<file path="src/rtl/ro_pack_pkg.sv">
// Shared constants and types for the ring-oscillator multi-channel result packer.
package ro_pack_pkg;

  localparam int CL_DATA_WIDTH_DEF = 512;
  localparam int RESULT_WIDTH_DEF  = 32;
  localparam int SAMPLE_WIDTH_DEF  = 20;
  localparam int NUM_CH_DEF        = 4;
  localparam int COUNT_WIDTH_DEF   = 32;

  localparam int RPC = CL_DATA_WIDTH_DEF / RESULT_WIDTH_DEF;

  // slot_count runs 0..RPC inclusive, so it needs one value beyond the last slot
  function automatic int slot_idx_w(input int rpc);
    return $clog2(rpc + 1);
  endfunction

  function automatic int ch_idx_w(input int n);
    return (n > 1) ? $clog2(n) : 1;
  endfunction

  localparam int SLOT_W = slot_idx_w(RPC);
  localparam int CH_W   = ch_idx_w(NUM_CH_DEF);

  typedef logic [CL_DATA_WIDTH_DEF-1:0] line_t;

  typedef logic [1:0] state_t;
  localparam state_t ST_IDLE  = 2'd0;
  localparam state_t ST_RUN   = 2'd1;
  localparam state_t ST_DRAIN = 2'd2;

endpackage

</file>
<file path="src/rtl/ro_line_assembler.sv">
// Slot buffer that collects RESULT_WIDTH slots into a line and hands full lines
// to a single output register feeding the DMA write channel.
module ro_line_assembler
  import ro_pack_pkg::*;
#(
  parameter int CL_DATA_WIDTH = CL_DATA_WIDTH_DEF,
  parameter int RESULT_WIDTH  = RESULT_WIDTH_DEF,
  localparam int RPC_L   = CL_DATA_WIDTH / RESULT_WIDTH,
  localparam int SLOT_WL = slot_idx_w(RPC_L)
) (
  input  logic                     clk,
  input  logic                     rst,
  input  logic                     pop,
  input  logic [RESULT_WIDTH-1:0]  slot_data,
  input  logic                     wr_en,
  output logic                     slot_full,
  output logic                     out_valid,
  output logic [CL_DATA_WIDTH-1:0] line_out,
  output logic [SLOT_WL-1:0]       slot_count
);

  logic [RPC_L-1:0][RESULT_WIDTH-1:0] asm_buf;
  logic                               handoff;
  logic [SLOT_WL-1:0]                 wr_slot;

  assign slot_full = (slot_count == SLOT_WL'(RPC_L));
  assign handoff   = slot_full && (!out_valid || wr_en);
  // a pop coinciding with a hand-off starts the next line at slot 0
  assign wr_slot   = handoff ? '0 : slot_count;

  always_ff @(posedge clk or posedge rst) begin
    if (rst) begin
      asm_buf    <= '0;
      slot_count <= '0;
      out_valid  <= 1'b0;
      line_out   <= '0;
    end else begin
      if (handoff) begin
        line_out  <= asm_buf;
        out_valid <= 1'b1;
      end else if (wr_en) begin
        out_valid <= 1'b0;
      end
      for (int s = 0; s < RPC_L; s++)
        if (pop && wr_slot == SLOT_WL'(s)) asm_buf[s] <= slot_data;
      if (handoff)
        slot_count <= pop ? SLOT_WL'(1) : '0;
      else if (pop)
        slot_count <= slot_count + SLOT_WL'(1);
    end
  end

endmodule

</file>
<file path="src/rtl/ro_multi_result_packer.sv">
// Round-robin drain of NUM_CH FWFT sample FIFOs into cache lines for the DMA write channel.
// Optional macro RO_PACK_CHANNEL_TAG_EN stores the channel index in the top bits of each slot.
module ro_multi_result_packer
  import ro_pack_pkg::*;
#(
  parameter int CL_DATA_WIDTH = CL_DATA_WIDTH_DEF,
  parameter int RESULT_WIDTH  = RESULT_WIDTH_DEF,
  parameter int SAMPLE_WIDTH  = SAMPLE_WIDTH_DEF,
  parameter int NUM_CH        = NUM_CH_DEF,
  parameter int COUNT_WIDTH   = COUNT_WIDTH_DEF
) (
  input  logic                           clk,
  input  logic                           rst,
  input  logic                           go,
  input  logic [COUNT_WIDTH-1:0]         num_lines,
  input  logic [NUM_CH-1:0]              ch_empty,
  input  logic [NUM_CH*SAMPLE_WIDTH-1:0] ch_rd_data,
  output logic [NUM_CH-1:0]              ch_rd_en,
  input  logic                           wr_full,
  output logic                           wr_en,
  output logic [CL_DATA_WIDTH-1:0]       wr_data,
  output logic                           busy,
  output logic                           done,
  output logic [COUNT_WIDTH-1:0]         lines_written
);

  localparam int RPC_L   = CL_DATA_WIDTH / RESULT_WIDTH;
  localparam int SLOT_WL = slot_idx_w(RPC_L);
  localparam int CH_WL   = ch_idx_w(NUM_CH);
  localparam int TAG_W   = (NUM_CH > 1) ? $clog2(NUM_CH) : 0;
  localparam int SL_W    = COUNT_WIDTH + SLOT_WL;

  if (CL_DATA_WIDTH % RESULT_WIDTH != 0) begin : g_chk_div
    $error("RESULT_WIDTH must divide CL_DATA_WIDTH");
  end
  if (SAMPLE_WIDTH > RESULT_WIDTH) begin : g_chk_sw
    $error("SAMPLE_WIDTH must not exceed RESULT_WIDTH");
  end

  state_t                               state;
  logic [CH_WL-1:0]                     ptr;
  logic [SL_W-1:0]                      samples_left;
  logic [COUNT_WIDTH-1:0]               num_lines_q;
  logic [NUM_CH-1:0][SAMPLE_WIDTH-1:0]  ch_vec;
  logic [RESULT_WIDTH-1:0]              tag_word;
  logic [RESULT_WIDTH-1:0]              slot_data;
  logic                                 pop;
  logic                                 slot_full;
  logic                                 out_valid;
  logic [SLOT_WL-1:0]                   slot_count;

  assign ch_vec = ch_rd_data;

`ifdef RO_PACK_CHANNEL_TAG_EN
  if (TAG_W > 0) begin : g_tag
    if (SAMPLE_WIDTH + TAG_W > RESULT_WIDTH) begin : g_chk_tag
      $error("SAMPLE_WIDTH + channel tag does not fit in RESULT_WIDTH");
    end
    assign tag_word = {ptr, {(RESULT_WIDTH-TAG_W){1'b0}}};
  end else begin : g_notag
    assign tag_word = '0;
  end
`else
  assign tag_word = '0;
`endif

  assign slot_data = RESULT_WIDTH'(ch_vec[ptr]) | tag_word;
  assign wr_en     = out_valid && !wr_full;
  // stop popping only when the buffer is full and the output register cannot take it
  assign pop = (state == ST_RUN) && !ch_empty[ptr] && (samples_left != '0) &&
               !(slot_full && out_valid && !wr_en);

  always_comb begin
    ch_rd_en = '0;
    for (int c = 0; c < NUM_CH; c++)
      ch_rd_en[c] = pop && (ptr == CH_WL'(c));
  end

  ro_line_assembler #(
    .CL_DATA_WIDTH (CL_DATA_WIDTH),
    .RESULT_WIDTH  (RESULT_WIDTH)
  ) u_asm (
    .clk        (clk),
    .rst        (rst),
    .pop        (pop),
    .slot_data  (slot_data),
    .wr_en      (wr_en),
    .slot_full  (slot_full),
    .out_valid  (out_valid),
    .line_out   (wr_data),
    .slot_count (slot_count)
  );

  always_ff @(posedge clk or posedge rst) begin
    if (rst) begin
      state         <= ST_IDLE;
      ptr           <= '0;
      samples_left  <= '0;
      num_lines_q   <= '0;
      lines_written <= '0;
      busy          <= 1'b0;
      done          <= 1'b0;
    end else begin
      done <= 1'b0;
      if (wr_en) lines_written <= lines_written + COUNT_WIDTH'(1);
      case (state)
        ST_IDLE: begin
          if (go) begin
            if (num_lines != '0) begin
              num_lines_q   <= num_lines;
              lines_written <= '0;
              ptr           <= '0;
              samples_left  <= SL_W'(num_lines) * SL_W'(RPC_L);
              busy          <= 1'b1;
              state         <= ST_RUN;
            end else begin
              done <= 1'b1;
            end
          end
        end
        ST_RUN: begin
          if (pop) begin
            ptr          <= (ptr == CH_WL'(NUM_CH-1)) ? '0 : ptr + CH_WL'(1);
            samples_left <= samples_left - SL_W'(1);
          end
          // all samples taken and the final line has left the slot buffer
          if (samples_left == '0 && slot_count == '0) state <= ST_DRAIN;
        end
        ST_DRAIN: begin
          if (lines_written == num_lines_q) begin
            done  <= 1'b1;
            busy  <= 1'b0;
            state <= ST_IDLE;
          end
        end
        default: state <= ST_IDLE;
      endcase
    end
  end

endmodule

</file>
<file path="config.mk">
export PLATFORM = sky130hd
export DESIGN_NAME = ro_multi_result_packer
export DESIGN_NICKNAME = d
export VERILOG_FILES = /design/src/rtl/ro_pack_pkg.sv /design/src/rtl/ro_line_assembler.sv /design/src/rtl/ro_multi_result_packer.sv
export SDC_FILE = /design/constraint.sdc
export NUM_CORES = 2
export LEC_CHECK = 0
export ABC_CLOCK_PERIOD_IN_PS = 49200
export CORE_UTILIZATION = 30
export DETAILED_ROUTE_END_ITERATION = 8
export HOLD_SLACK_MARGIN = 0.15
export SLEW_MARGIN = 15
export SYNTH_ARGS = -nofsm -noshare
export SYNTH_HDL_FRONTEND = slang
export SYNTH_SLANG_ARGS = --single-unit
</file>
<file path="constraint.sdc">
create_clock -name clk -period 49.2 [get_ports clk]
set_input_delay 4.92 -clock clk [delete_from_list [all_inputs] [get_ports clk]]
set_output_delay 4.92 -clock clk [all_outputs]
set_load 0.05 [all_outputs]
</file>
# Yosys cells after proc, flatten, opt, wreduce, memory -nomap -nowiden
# Index checks and enable logic that the tools add are counted.
[totals]
ff_bits = 753
output_inout_bits = 551
wordCells = 143
[classes]
addsub = 4
n_lt_le_gt_ge = 1
n_eq_ne = 27
muxes = 36
reduce_logical = 49
[op_table]
columns = ["cell", "n"]
rows = [
  ["32-bit 2-to-1 mux", 4],
  ["37-bit 2-to-1 mux", 3],
  ["37-bit one-hot mux with 2 select lines", 1],
  ["20-bit binary-select mux with 2-bit select", 1],
  ["5-bit by 4-bit equality test with 1-bit output, second input constant", 8],
  ["37-bit logical NOT", 1],
  ["37-bit nonzero test", 1],
  ["37-bit by 1-bit subtractor with 37-bit output, second input constant", 1],
  ["32-bit by 1-bit adder with 32-bit output, second input constant", 1],
  ["32-bit equality test", 1],
  ["32-bit nonzero test", 1],
  ["1-bit logical AND", 28],
  ["5-bit by 3-bit equality test with 1-bit output, second input constant", 4],
  ["20-bit 2-to-1 mux", 1],
  ["2-bit 2-to-1 mux", 8],
  ["5-bit 2-to-1 mux", 3],
  ["4-bit AND reduction", 3],
  ["5-bit by 2-bit equality test with 1-bit output, second input constant", 2],
  ["5-bit logical NOT", 2],
  ["1-bit 2-to-1 mux", 10],
  ["2-bit inequality test, second input constant", 4],
  ["2-bit nonzero test", 4],
  ["2-bit equality test, second input constant", 3],
  ["2-bit one-hot mux with 3 select lines", 1],
  ["14 further kinds", 21],
]

# Depth between registers and ports, before layout
[logic_depth]
word_depth = 8
mapped_depth = 10
depth_no_buf = 7

# Cells and area by module
# A second synthesis with hierarchy kept.
[unflattened]
cells_unflattened = 2953
hier_area_um2 = 44956.9
[by_module_without_submodules]
columns = ["mod", "n_inst", "cells_each", "area_per_inst_um2", "seq_area_each_um2"]
rows = [
  ["ro_line_assembler", 1, 2248, 38469.4, 25774.7],
  ["ro_multi_result_packer", 1, 705, 6487.5, 2677.6],
]

# Least setup slack after synthesis
# No wires, ideal clock.
[synth_timing]
path_type = "input to output"
from = "input port ch_empty[1]"
to = "output port ch_rd_en[0]"
arrival_time_ps = 6214
required_time_ps = 44280
slack_ps = 38066
stages = 4
path_buffers = 1
cell_sequence = "mux2_4 -> a211oi_1 -> clkbuf_1 -> and3_1"
[synth_between]
elab_chain_len = 7
[synth_rtl]
columns = ["item", "line", "rtl"]
rows = [
  ["from (decl)", "ro_multi_result_packer.sv:16", "input logic [NUM_CH-1:0] ch_empty,"],
  ["1-bit binary-select mux with 2-bit select", "ro_multi_result_packer.sv:70", "assign pop = (state == ST_RUN) && !ch_empty[ptr] && (samples_left != '0) &&"],
  ["1-bit 2-to-1 mux (not written as such)", "ro_multi_result_packer.sv:70", ""],
  ["1-bit logical NOT", "ro_multi_result_packer.sv:70", ""],
  ["1-bit logical AND (3 in a row)", "ro_multi_result_packer.sv:70", ""],
  ["1-bit logical AND", "ro_multi_result_packer.sv:76", "ch_rd_en[c] = pop && (ptr == CH_WL'(c));"],
  ["to (decl)", "ro_multi_result_packer.sv:18", "output logic [NUM_CH-1:0] ch_rd_en,"],
]
# Every way passes these cells. The select of a mux whose other input is x is not followed.

# Worst setup path after layout
[layout_timing]
from = "input port wr_full"
to = "output port ch_rd_en[3]"
[layout_between]
elab_chain_len = 7
[layout_rtl]
columns = ["item", "line", "rtl"]
rows = [
  ["from (decl)", "ro_multi_result_packer.sv:19", "input logic wr_full,"],
  ["1-bit logical NOT", "ro_multi_result_packer.sv:68", "assign wr_en = out_valid && !wr_full;"],
  ["1-bit logical AND", "ro_multi_result_packer.sv:68", ""],
  ["1-bit logical NOT", "ro_multi_result_packer.sv:71", "!(slot_full && out_valid && !wr_en);"],
  ["1-bit logical AND", "ro_multi_result_packer.sv:71", ""],
  ["1-bit logical NOT", "ro_multi_result_packer.sv:71", ""],
  ["1-bit logical AND", "ro_multi_result_packer.sv:70", ""],
  ["1-bit logical AND", "ro_multi_result_packer.sv:76", ""],
]
# Every way passes these cells.

==> flow_summary.yaml <==
critical_path:
  max_stage_delay_ns: 0.81
  cp_cell_sequence: "clkdlybuf4s50_1 -> nand2_1 -> o21ai_1 -> a211oi_2 -> and3_1 -> clkdlybuf4s50_1"
  critPathKind: "input pin to primary output"
  cp-end-kind: "primary output"
  required_ns: 44.28
  cp_max_fo: 11
  cp_slowest_cell: "clkdlybuf4s50_1"
  cpMostUsedCell: "clkdlybuf4s50_1"
  arrival_ns: 7.69
  rrSetupSlack_ns: 45.19
  critPathLaunchType: "input pin"
clocking:
  cts_tree: "yes"
  postCtsSetupBuffers: 0
  cts_buffers: 82
  cts-hold-fix-buffers: 0
  clockBufferDepth: 3
  h-tree-depth: 3
  insertion_delay_ns: 0.65
  cts-root-buf: "clkbuf_16"
  cts_resized: 0
  clk_pin_slew_ns: 0.06
  cts.sinks: 753
global_route:
  use_met3: 0.03186
  gr-max-usage-layer: "met2"
  grt_use_met1: 0.2189
  grt_pass1_vias: 22150
  grt_max_degree: 160
  grt-ovfl-total: 0
  grt_pass1_wl_um: 141700
  grt_usage: 0.1694
  met2_usage: 0.2822
  antenna_found_initial: 7
logic_synthesis:
  synth_area_um2: 32510
  yosysSeqAreaShare: 0.5796
  synth_edf_count: 0
  synth_top_family_by_area: "simple AND/OR/NAND/NOR gates"
  post_synth.cell_area_avg_um2: 10.76
  synth_warnings: 0
  synthXorXnorAreaFrac: 0.01670
  async_flop_share: 1.000
  synth_adder_area_share: 0.004618
  yosys.area_share.simple: 0.1710
  ys_seq_elements: 753
  synthMuxAreaShare: 0.1333
  yosysUniqueCellTypes: 62
  synth_compound_area_frac: 0.02540
  synth_flop_cell: "dfrtp_1"
  synthCells: 3022
sta:
  finalCritPeriodShare: 0.2563
  tns_ns: 0
  maxSlewHeadroom: 0.2329
  grt_setup_unrepaired: "no"
  finalSetupViolCount: 0
  worst_pin_slew_ns: 1.147
  clock.fmax_mhz: 79.31
  skew_ns: 0.02321
  slew_violations: 0
  layout_min_cycle_time_ns: 12.61
  finalHoldViolations: 0
  hold_slack_ns: 0.4571
die:
  start_util: 0.3033
  die_y_um: 331.2
  rows: 120
  fp.dieW_um: 331.2
  die-area_um2: 109700
  core_area_um2: 107200
  ios: 671
detailed_routing:
  ant_nets: 0
  dr_total_vias: 22710
  wire_per_inst_um: 19.10
  drt-total-wl_um: 93970
  viasPerCell: 4.614
  first_pass_iters: 5
  drtIter0Drc: 1521
  drc: 0
placed_design:
  finalWeightedCongestion: 0.7865
  placed_cell_area_um2: 37980
  post-dp-hpwl_um: 60670
  port_buffers: 478
  dp_cells: 4768
finish:
  area_delta_synth_final_pct: 25.30
  final_common_cell: "nand2_1"
  final_cell_mix: "1120 x nand2_1, 752 x dfrtp_1, 478 x clkdlybuf4s50_1"
  nets: 3581
  finalInstanceArea_um2: 40740
  drive_gt1_frac: 0.1560
  fin_cells: 4921
status:
  status: "finished, final reports clean"
power_and_ir_drop:
  p_leak_nw: 19.61
  power.density_nw_per_um2: 64.68
  vdd_drop_max_v: 0.00004077
run:
  drv_cap: 0
min_path:
  hp-class: "flip-flop to flip-flop"
## cells by family after synthesis
group,Yosys count
buffers and inverters,379
XOR/XNOR,62
adder cells (fa/ha/maj),12
other,1
AO/OA/AOI/OAI,108
AND/OR/NAND/NOR,1355
flip-flops,753
multiplexers,352
## critical path: cells and delay by family
family | cells | cell delay (ns)
AOI/OAI and AO/OA | 2 | 0.95
buffers and inverters | 2 | 1.34
and+or+nand+nor | 2 | 0.47
## synth_stat cells (22+ instances only)
| cell type | number | area share |
|---|---|---|
| nand4_1 | 23 | 0.0044 |
| nand2_1 | 1121 | 0.13 |
| mux2_4 | 41 | 0.019 |
| buf_2 | 33 | 0.0051 |
| o221ai_1 | 30 | 0.0081 |
| buf_4 | 192 | 0.044 |
| nor2_1 | 47 | 0.0054 |
| dfrtp_1 | 753 | 0.58 |
| nor3_1 | 22 | 0.0034 |
| mux2_2 | 284 | 0.098 |
| clkbuf_1 | 125 | 0.014 |
| nor4_1 | 34 | 0.0065 |
| xor2_1 | 56 | 0.015 |
| nand3_1 | 44 | 0.0068 |
## where the power goes
| group | internal [mW] | switching, mW |
|---|---|---|
| clock | 0.368 | 0.260 |
| sequential | 0.847 | 0.150 |
| combinational | 0.352 | 0.657 |
## final cells by class
cell class,count,area (um2)
inverter,13,56.30
antenna,6,15.01
clock buffer,110,2308
multi-input combinational,2081,12210
clock inverter,37,434.2
fill,10590,66470
sequential,753,18840
timing repair buffer,518,5110
tap,1403,1755
## per-stage QoR
stage	power, mW	utilization	worst slack, ns
global placement	2.011	0.3543	36.53
detailed placement	2.030	0.3543	36.54
finish	2.635	0.3800	36.59
floorplan	1.659	-	23.15
CTS	2.672	0.3799	36.54
global route	2.770	0.3799	36.41
## state kept, by name (all words and copies together) (netlist names)
name	flops
u_asm.out_valid	1
num_lines_q	32
samples_left	37
done	1
state	2
u_asm.asm_buf	320
ptr	2
busy	1
u_asm.line_out	320
lines_written	32
u_asm.slot_count	5
## path summary, 6_finish.rpt
check	startpoint	end	cells past startpoint
max in group asynchronous	rst	u_asm.line_out[43]	6
hold / removal	u_asm.asm_buf[261]	u_asm.line_out[261]	2
setup reg to reg	u_asm.slot_count[0]	u_asm.line_out[354]	8
min in group asynchronous	rst	u_asm.line_out[204]	2
setup / recovery	wr_full	ch_rd_en[3]	6
hold reg to reg	u_asm.asm_buf[261]	u_asm.line_out[261]	2
## routing by layer
layer / wire length (um) / vias up
met4: 2576 / 0
met2: 45840 / 704
met1: 40260 / 11450
met5: 0 / -
met3: 5295 / 115
li1: - / 10440
Power figures use the tool's default switching activity.
